$ cat src/rtl/issue_scoreboard.sv
// ---------------------------------------------------------------------------
// IssueScoreboard
//   Issue-stage scoreboard for a machine with three execution units
//   (AluMisc, Mem, Mult) that share one register-file writeback port.
//   A shift register of reservation slots tracks, per future cycle, which
//   result will occupy the writeback port. Slot 0 is the current writeback
//   cycle. A request is granted in the same cycle it is presented unless it
//   has a structural, RAW, WAW or Mult-busy hazard.
//
// Ports
//   clock          : rising-edge clock
//   reset          : asynchronous reset, active low
//   req_valid      : Decode presents an instruction
//   req_unit       : 0=AluMisc, 1=Mem, 2=Mult, 3=illegal
//   req_addra/b    : source register numbers
//   req_usea/b     : the matching source is actually read
//   req_writereg   : the instruction writes a register
//   req_regdest    : destination register
//   grant          : the instruction issues this cycle
//   iss_stall      : hold Fetch and Decode this cycle
//   iss_*_oper     : one-hot start pulse to the selected unit
//   wb_exp_valid   : a scheduled result owns the writeback port this cycle
//   wb_exp_unit    : unit of that result
//   wb_exp_regdest : destination register of that result
//   illegal_req    : request with req_unit=3 (dropped)
//   occupancy      : number of valid reservation slots
// ---------------------------------------------------------------------------
module issue_scoreboard #(
  parameter int LAT_AM  = 4,
  parameter int LAT_MEM = 3,
  parameter int LAT_MUL = 6,
  parameter int DEPTH   = 6
) (
  input  logic       clock,
  input  logic       reset,
  input  logic       req_valid,
  input  logic [1:0] req_unit,
  input  logic [4:0] req_addra,
  input  logic [4:0] req_addrb,
  input  logic       req_usea,
  input  logic       req_useb,
  input  logic       req_writereg,
  input  logic [4:0] req_regdest,
  output logic       grant,
  output logic       iss_stall,
  output logic       iss_am_oper,
  output logic       iss_mem_oper,
  output logic       iss_mul_oper,
  output logic       wb_exp_valid,
  output logic [1:0] wb_exp_unit,
  output logic [4:0] wb_exp_regdest,
  output logic       illegal_req,
  output logic [2:0] occupancy
);

  localparam logic [1:0] UNIT_AM  = 2'd0;
  localparam logic [1:0] UNIT_MEM = 2'd1;
  localparam logic [1:0] UNIT_MUL = 2'd2;
  localparam logic [1:0] UNIT_ILL = 2'd3;

  // Busy counter must hold LAT_MUL-1.
  localparam int MBW = (LAT_MUL > 1) ? $clog2(LAT_MUL) : 1;
  localparam logic [MBW-1:0] MUL_LOAD = MBW'(LAT_MUL - 1);

  logic [DEPTH-1:0] r_slotValid;
  logic [1:0]       r_slotUnit [DEPTH];
  logic [4:0]       r_slotDest [DEPTH];
  logic [MBW-1:0]   r_mulBusy;
  logic [2:0]       r_occupancy;

  logic             w_isAm;
  logic             w_isMem;
  logic             w_isMul;
  logic             w_legal;
  logic             w_writes;
  logic             w_structHaz;
  logic             w_rawHaz;
  logic             w_wawHaz;
  logic             w_mulHaz;
  logic             w_grant;
  logic             w_reserve;

  logic [DEPTH-1:0] w_nextValid;
  logic [1:0]       w_nextUnit [DEPTH];
  logic [4:0]       w_nextDest [DEPTH];
  logic [MBW-1:0]   w_nextMulBusy;
  logic [2:0]       w_nextOcc;

  assign w_isAm   = (req_unit == UNIT_AM);
  assign w_isMem  = (req_unit == UNIT_MEM);
  assign w_isMul  = (req_unit == UNIT_MUL);
  assign w_legal  = (req_unit != UNIT_ILL);
  // Writes to r0 are discarded by the register file, so they reserve nothing.
  assign w_writes = req_writereg && (req_regdest != 5'd0);

  // Hazard scan over every valid slot, slot 0 included (no bypass path).
  // The structural check looks at slot L because that entry is about to
  // shift into L-1, the slot a new reservation would claim. With L equal to
  // DEPTH no slot index matches, so there is never a conflict.
  always_comb begin
    w_rawHaz    = 1'b0;
    w_wawHaz    = 1'b0;
    w_structHaz = 1'b0;
    for (int k = 0; k < DEPTH; k++) begin
      if (r_slotValid[k]) begin
        if (req_usea && (req_addra != 5'd0) && (req_addra == r_slotDest[k]))
          w_rawHaz = 1'b1;
        if (req_useb && (req_addrb != 5'd0) && (req_addrb == r_slotDest[k]))
          w_rawHaz = 1'b1;
        if (w_writes && (req_regdest == r_slotDest[k]))
          w_wawHaz = 1'b1;
        if (w_writes && ((w_isAm  && (k == LAT_AM))  ||
                         (w_isMem && (k == LAT_MEM)) ||
                         (w_isMul && (k == LAT_MUL))))
          w_structHaz = 1'b1;
      end
    end
  end

  assign w_mulHaz  = w_isMul && (r_mulBusy != '0);
  assign w_grant   = req_valid && w_legal &&
                     !(w_structHaz || w_rawHaz || w_wawHaz || w_mulHaz);
  assign w_reserve = w_grant && w_writes;

  // Next slot contents: everything moves one slot toward writeback, the top
  // slot empties, and a granted reservation overrides slot L-1.
  always_comb begin
    w_nextValid = '0;
    for (int k = 0; k < DEPTH; k++) begin
      w_nextUnit[k] = 2'd0;
      w_nextDest[k] = 5'd0;
    end
    for (int k = 0; k < DEPTH - 1; k++) begin
      w_nextValid[k] = r_slotValid[k+1];
      w_nextUnit[k]  = r_slotUnit[k+1];
      w_nextDest[k]  = r_slotDest[k+1];
    end
    if (w_reserve) begin
      if (w_isAm) begin
        w_nextValid[LAT_AM-1] = 1'b1;
        w_nextUnit[LAT_AM-1]  = UNIT_AM;
        w_nextDest[LAT_AM-1]  = req_regdest;
      end
      if (w_isMem) begin
        w_nextValid[LAT_MEM-1] = 1'b1;
        w_nextUnit[LAT_MEM-1]  = UNIT_MEM;
        w_nextDest[LAT_MEM-1]  = req_regdest;
      end
      if (w_isMul) begin
        w_nextValid[LAT_MUL-1] = 1'b1;
        w_nextUnit[LAT_MUL-1]  = UNIT_MUL;
        w_nextDest[LAT_MUL-1]  = req_regdest;
      end
    end
  end

  // Occupancy is registered from the next-state valids so that the output
  // always matches the slots currently held.
  always_comb begin
    w_nextOcc = 3'd0;
    for (int k = 0; k < DEPTH; k++) begin
      w_nextOcc = w_nextOcc + {2'd0, w_nextValid[k]};
    end
  end

  // The multiplier is unpipelined: any Mult grant blocks further Mult
  // requests for LAT_MUL-1 following cycles, whether or not it writes.
  always_comb begin
    w_nextMulBusy = r_mulBusy;
    if (w_grant && w_isMul)
      w_nextMulBusy = MUL_LOAD;
    else if (r_mulBusy != '0)
      w_nextMulBusy = r_mulBusy - MBW'(1);
  end

  always_ff @(posedge clock or negedge reset) begin
    if (!reset) begin
      r_slotValid <= '0;
      for (int k = 0; k < DEPTH; k++) begin
        r_slotUnit[k] <= 2'd0;
        r_slotDest[k] <= 5'd0;
      end
      r_mulBusy   <= '0;
      r_occupancy <= 3'd0;
    end else begin
      r_slotValid <= w_nextValid;
      for (int k = 0; k < DEPTH; k++) begin
        r_slotUnit[k] <= w_nextUnit[k];
        r_slotDest[k] <= w_nextDest[k];
      end
      r_mulBusy   <= w_nextMulBusy;
      r_occupancy <= w_nextOcc;
    end
  end

  assign grant          = w_grant;
  assign iss_stall      = req_valid && w_legal && !w_grant;
  assign iss_am_oper    = w_grant && w_isAm;
  assign iss_mem_oper   = w_grant && w_isMem;
  assign iss_mul_oper   = w_grant && w_isMul;
  assign illegal_req    = req_valid && !w_legal;
  assign wb_exp_valid   = r_slotValid[0];
  assign wb_exp_unit    = r_slotUnit[0];
  assign wb_exp_regdest = r_slotDest[0];
  assign occupancy      = r_occupancy;

endmodule

$ cat config.mk
export PLATFORM = sky130hd
export DESIGN_NAME = issue_scoreboard
export DESIGN_NICKNAME = d
export VERILOG_FILES = /design/src/rtl/issue_scoreboard.sv
export SDC_FILE = /design/constraint.sdc
export NUM_CORES = 1
export LEC_CHECK = 0
export BUFFER_PORTS_ARGS = -buffer_cell sky130_fd_sc_hd__buf_4
export CAP_MARGIN = 15
export CORE_ASPECT_RATIO = 0.75
export CORE_UTILIZATION = 35
export CTS_CLUSTER_DIAMETER = 100
export DETAILED_ROUTE_END_ITERATION = 6
export HOLD_SLACK_MARGIN = 0.15
export PLACE_DENSITY = 0.5
export SLEW_MARGIN = 25
export SYNTH_ARGS = -nofsm -noshare
export SYNTH_HDL_FRONTEND = slang
export SYNTH_SLANG_ARGS = --single-unit
$ cat constraint.sdc
create_clock -name clock -period 8.4 [get_ports clock]
set_input_delay 0.42 -clock clock [delete_from_list [all_inputs] [get_ports clock]]
set_output_delay 0.42 -clock clock [all_outputs]
set_load 0.1 [all_outputs]
==> results of run 1 <==
## metrics by stage
step | std cells | power, uW | hold WS, ns
6_report | 406 | 704 | 0.150
5_1_grt | 406 | 741 | 0.201
4_1_cts | 406 | 713 | 0.176
3_5_place_dp | 398 | 448 | 0.335
3_3_place_gp | 398 | 449 | 0.332
2_1_floorplan | 280 | 408 | 0.124
## cell type report
type | instances | share of cell area (%)
Timing Repair Buffer | 39 | 8.44
Clock inverter | 3 | 1.98
Sequential cell | 49 | 35.4
Clock buffer | 5 | 3.61
Tap cell | 105 | 3.79
Inverter | 6 | 0.649
Multi-Input combinational cell | 199 | 46.2
## sequential cells by signal, indices dropped and copies added, names as in the netlist
| name | flops |
|---|---|
| r_slotDest | 25 |
| wb_exp_unit | 2 |
| r_mulBusy | 3 |
| occupancy | 3 |
| wb_exp_regdest | 5 |
| r_slotUnit | 6 |
| r_slotValid | 5 |
## placed cells by master, fill, tap and decap left out, types with 5 or more instances in the layout
cell type,instances
dfrtp_1,49
o21ai_0,5
nor4_1,18
mux2_2,9
xnor2_1,19
buf_4,39
nand2_1,8
clkbuf_16,5
inv_1,6
nor3_1,7
nand3_1,13
xor2_1,72
## worst max-delay path, delay by kind of cell, from the launching register on
kind	cells	cell delay [ns]
buf+inv	2	0.10
simple gates	5	1.28
xor+xnor	1	0.19
fa+ha+maj	4	1.61
flops	1	0.45
compound gates	1	0.24
## per-layer routing
metal  global-route usage [%]  part of all wire [%]  up-vias  routed length, um
met4                     4.32                  0.56        0                 41
met3                     3.14                   5.1        5                375
met1                     27.7                    53     1038               3840
met5                        0                     0        -                  0
li1                         -                     -      976                  -
met2                     26.3                    42       51               3030
## worst paths after layout
check | to | slack (ns) | depth (start not counted)
max | occupancy[1]$_DFF_PN0_ | 4.41 | 13
min | wb_exp_regdest[3]$_DFF_PN0_ | 0.15 | 1
max reg2reg | occupancy[1]$_DFF_PN0_ | 4.41 | 13
min reg2reg | wb_exp_unit[0]$_DFF_PN0_ | 0.35 | 0
max in group asynchronous | r_slotDest[7]$_DFF_PN0_ | 7.82 | 1
min in group clock | wb_exp_unit[0]$_DFF_PN0_ | 0.35 | 0
## power by group through the flow
stage               clock (uW)  sequential [uW]  combinational (uW)
floorplan                    0              292                 116
global placement             0              275                 174
detailed placement           0              275                 173
CTS                        267              271                 175
global route               277              275                 189
finish                     260              271                 173
## cells by family after synthesis
kind of cell | after synthesis | synth area share (%)
buf+inv | 32 | 5.79
flops | 49 | 40.9
fa+ha+maj | 6 | 3.25
compound gates | 20 | 4.88
simple gates | 70 | 14.3
mux | 12 | 4.42
xor+xnor | 91 | 26.6
==> flow_summary_export.csv, run 1 <==
group,metric,value,unit
run_status,outcome,"finished clean",
power,vdd_drop_max,0.114,mV
timing,skew,0.00551,ns
clock_network,clk_pin_slew_worst_paths,0.07,ns
global_route,grt_pass1_vias,2075,
yosys,synth.net_count,309,
route,wire_per_inst,18.0,um
route,dr.pass1.iters,5,
power,swShare,31.1,%
timing,maxSlewHeadroom,57.8,%
floorplanning,die-area,8950,um2
cells_and_area,nNetsFinal,329,
yosys,synthTopCellsByArea,"dfrtp_1 (41%), xor2_1 (21%), xnor2_1 (5.5%), nor4_1 (3.8%), mux2_2 (3.4%)",
clock_network,post_cts_buffers,0,
setup_path,crit_start,"wb_exp_regdest[4]$_DFF_PN0_",
route,vias,2070,
route,viasPerCell,5.10,
yosys,synth_edf_count,0,
yosys,ys_types,42,
power,p_per_area,203,nW/um2
cells_and_area,fillers,805,
power,p_seq_share,38.5,%
clock_network,htreeDepth,2,
floorplanning,num_io_pins,40,
yosys,yosysWarningCount,0,
cells_and_area,utilization,42.9,%
floorplanning,initial_core_util,37.1,%
clock_network,cts-root-buf,"clkbuf_16",
clock_network,hold_buffers,0,
cells_and_area,regArea,1230,um2
route,drt_iter0_markers,78,
global_route,grt.total_usage,18.1,%
placed_design,placed_cell_area,3270,um2
cells_and_area,final_area,3470,um2
placed_design,place.gp.congestion,0.848,
setup_path,crit_top_cell,"fa_1",
yosys,synth_commonest_cells,"xor2_1 (72), dfrtp_1 (49), xnor2_1 (19)",
floorplanning,coreArea,8090,um2
yosys,yosysMostFrequentCell,"xor2_1",
yosys,synth.cell_area,3000,um2
setup_path,max_stage_delay,0.51,ns
job,cap_violations,0,
power,p_clk_share,36.9,%
timing,tns,0,ns
setup_path,cp.arrival,4.15,ns
route,finalWirelength,7.29,mm
setup_path,path_class,"flop to flop",
yosys,yosysTopAreaCellShare,40.9,%
yosys,seq_area_frac_synth,40.9,%
setup_path,start_kind,"flop",
timing,finalCritPeriodShare,47.4,%
cells_and_area,drive_gt1_share,21.6,%
setup_path,worst_path_max_delay_cell,"fa_1",
clock_network,cts_resized,0,
yosys,synth_top_area_cell,"dfrtp_1",
timing,fin_crit,3.99,ns
yosys,synth_cells,280,
worst_hold_path,hp-class,"primary input to asynchronous set/reset pin",
timing,layout_setup_ws,4.41,ns
floorplanning,die_x,109,um
setup_path,cp.required,8.56,ns
yosys,ys.flop_type,"dfrtp_1",
placed_design,place_hpwl,5.55,mm
setup_path,crit_chain,"xor2_1 > nor4_1 > nand3_1 > and4_1 > o21ai_2 > nor4_4 > or2_2 > fa_1 > inv_1 > fa_1 > inv_1 > ha_1 > fa_1",
floorplanning,num_rows,28,
clock_network,clockBufferDepth,2,
power,power.internal,485,uW
clock_network,cts_tree,"yes",
timing,worst_slew_pin_slew,0.633,ns
yosys,synth-seq-cells,49,
yosys,synthArstFlopShare,100,%
global_route,grt_overflow,0,
setup_path,crit_fanout,8,
timing,drv_slew,0,
placed_design,pre_cts_ws,4.21,ns
global_route,grt_max_degree,50,
route,final_antenna_net_count,0,
floorplanning,die_height,82.2,um
cells_and_area,diodes,0,
timing,rsz0062_at_grt,"no",
setup_path,r2r-start,"wb_exp_regdest[4]$_DFF_PN0_",
timing,setup_viol,0,
route,route.detailed.drc,0,
placed_design,portBuffers,39,
clock_network,cts_buffers,5,
global_route,grt_pass1_wl,11.9,mm
power,combPwrFrac,24.6,%
clock_network,insertion_delay,0.29,ns
cells_and_area,areaGrowthSynthToFinish,15.5,%
clock_network,cts.sinks,49,
power,power.net_switching,219,uW
setup_path,setup.worst_path.end_class,"flop",
global_route,antenna_found_initial,0,
power,p_leak,0.00166,uW
timing,hold_viol_final,0,
timing,max_freq,251,MHz
cells_and_area,multi_input_area,1600,um2
yosys,avgSynthCellArea,10.7,um2
Note: power is estimated with default switching activity, not from simulation.
==> inputs of run 2 (changes only) <==
==> constraint.sdc (replaced) <==
create_clock -name clock -period 4.1 [get_ports clock]
set_input_delay 0.205 -clock clock [delete_from_list [all_inputs] [get_ports clock]]
set_output_delay 0.205 -clock clock [all_outputs]
set_load 0.1 [all_outputs]
==> run 2 against run 1 <==
  * Critical endpoint unchanged
  * First-iteration DRC count unchanged
  * Non-clock buffer count increased by 6
  * Die area did not move
  * Largest cell class unchanged
==> flow_summary_export.csv, run 2 (same netlist as run 1, synthesis figures left out) <==
group,metric,value,unit
setup_path,cp.required,4.27,ns
route,vias,2100,
timing,fin_crit,3.89,ns
clock_network,cts-root-buf,"clkbuf_16",
placed_design,pre_cts_ws,0.226,ns
clock_network,clk_pin_slew_worst_paths,0.07,ns
floorplanning,initial_core_util,37.1,%
placed_design,place.gp.congestion,0.793,
job,cap_violations,0,
placed_design,portBuffers,39,
setup_path,cp.arrival,4.06,ns
cells_and_area,largest_register_ffs,25,
floorplanning,die_x,109,um
cells_and_area,final_common_cell,"xor2_1",
route,route.detailed.drc,0,
cells_and_area,nNetsFinal,335,
placed_design,place_hpwl,5.55,mm
cells_and_area,diodes,0,
cells_and_area,areaGrowthSynthToFinish,16.4,%
timing,setup_viol,0,
cells_and_area,fillers,782,
timing,layout_setup_ws,0.211,ns
floorplanning,die_height,82.2,um
clock_network,insertion_delay,0.29,ns
timing,hold_viol_final,0,
route,drt_iter0_markers,78,
worst_hold_path,hp-class,"primary input to flop",
timing,finalCritPeriodShare,94.8,%
floorplanning,num_rows,28,
clock_network,cts.sinks,49,
setup_path,path_class,"flop to flop",
timing,max_freq,257,MHz
run_status,outcome,"finished clean",
timing,drv_slew,0,
global_route,grt_pass1_vias,2056,
timing,worst_slew_pin_slew,0.647,ns
setup_path,crit_fanout,4,
power,power.total,1400,uW
setup_path,start_kind,"flop",
clock_network,cts_buffers,5,
cells_and_area,top_register,"r_slotDest",
clock_network,cts_tree,"yes",
global_route,grt_max_degree,50,
route,finalWirelength,7.41,mm
route,dr.pass1.iters,4,
cells_and_area,drive_gt1_share,22.8,%
global_route,grt_pass1_wl,11.7,mm
cells_and_area,utilization,43.2,%
route,final_antenna_net_count,0,
power,p_per_area,399,nW/um2
timing,holdWs,0.180,ns
floorplanning,num_io_pins,40,
cells_and_area,reg.largest.list,"r_slotDest x25, r_slotUnit x6",
setup_path,setup.worst_path.end_class,"flop",
route,wire_per_inst,18.0,um
global_route,grt.total_usage,18.3,%
timing,maxSlewHeadroom,56.9,%
global_route,grt_overflow,0,
timing,skew,0.00882,ns
power,vdd_drop_max,0.249,mV
floorplanning,coreArea,8090,um2
cells_and_area,final_cell_mix,"xor2_1 (72), dfrtp_1 (49), buf_4 (44)",
timing,rsz0062_at_grt,"no",
power,p_leak,0.00167,uW
clock_network,htreeDepth,2,
timing,tns,0,ns
floorplanning,die-area,8950,um2
clock_network,clockBufferDepth,2,
global_route,antenna_found_initial,0,
route,viasPerCell,5.10,
## run 2: worst max-delay path, cell delays in order, from the launching register on
cell and delay, ns:
dfrtp_1 0.44, xor2_1 0.16, nor4_1 0.40, nand3_1 0.11, and4_1 0.23, a21oi_1 0.36
nor4_4 0.06, or2_2 0.30, fa_1 0.49, inv_1 0.05, fa_1 0.50, inv_1 0.05
ha_1 0.19, fa_1 0.43
## run 2: through the flow
| stage | area (um2) | cells |
|---|---|---|
| after floorplan | 3000 | 280 |
| after global placement | 3310 | 403 |
| after detailed placement | 3310 | 403 |
| after CTS | 3490 | 412 |
| after global routing | 3490 | 412 |
| final | 3490 | 412 |
## run 2: repair_timing
item / 4_1_cts / 5_1_grt
resized for setup: 0 / 0
hold endpoints to repair: 49 / 0
hold buffers: 1 / 0
setup buffers: 0 / 0
## run 2: path summary, 6_finish.rpt
path	slack, ns	from	to	cells after the start
worst max-delay path	0.21	r_slotDest[14]$_DFF_PN0_	occupancy[1]$_DFF_PN0_	13
worst min-delay path	0.18	req_writereg	r_slotDest[0]$_DFF_PN0_	3
worst max register to register	0.21	r_slotDest[14]$_DFF_PN0_	occupancy[1]$_DFF_PN0_	13
worst min register to register	0.35	r_slotUnit[9]$_DFF_PN0_	wb_exp_unit[1]$_DFF_PN0_	0
max in group asynchronous	3.18	reset	r_slotDest[3]$_DFF_PN0_	2
min in group asynchronous	0.48	reset	wb_exp_regdest[2]$_DFF_PN0_	2
## run 2: area by class of cell
cell class | count | area, um2 | area share (%)
multi-input combinational | 199 | 1600 | 45.8
sequential | 49 | 1230 | 35.1
timing repair buffer | 45 | 340 | 9.74
tap | 105 | 131 | 3.76
clock buffer | 5 | 125 | 3.58
clock inverter | 3 | 46.3 | 1.33
inverter | 6 | 22.5 | 0.645
## run 2: metal layers
metal	track usage [%]	wire length (um)
met5	0	0
met1	27.6	3720
met2	26.5	3120
met4	5.41	82
met3	3.14	478
## run 2: where the power goes
part	internal [uW]	switching (uW)	total [uW]	leakage, uW
Combinational	127	238	365	0.000928
Sequential	521	32.6	553	0.000667
Clock	289	188	477	0.0000800
Total	937	459	1400	0.00167
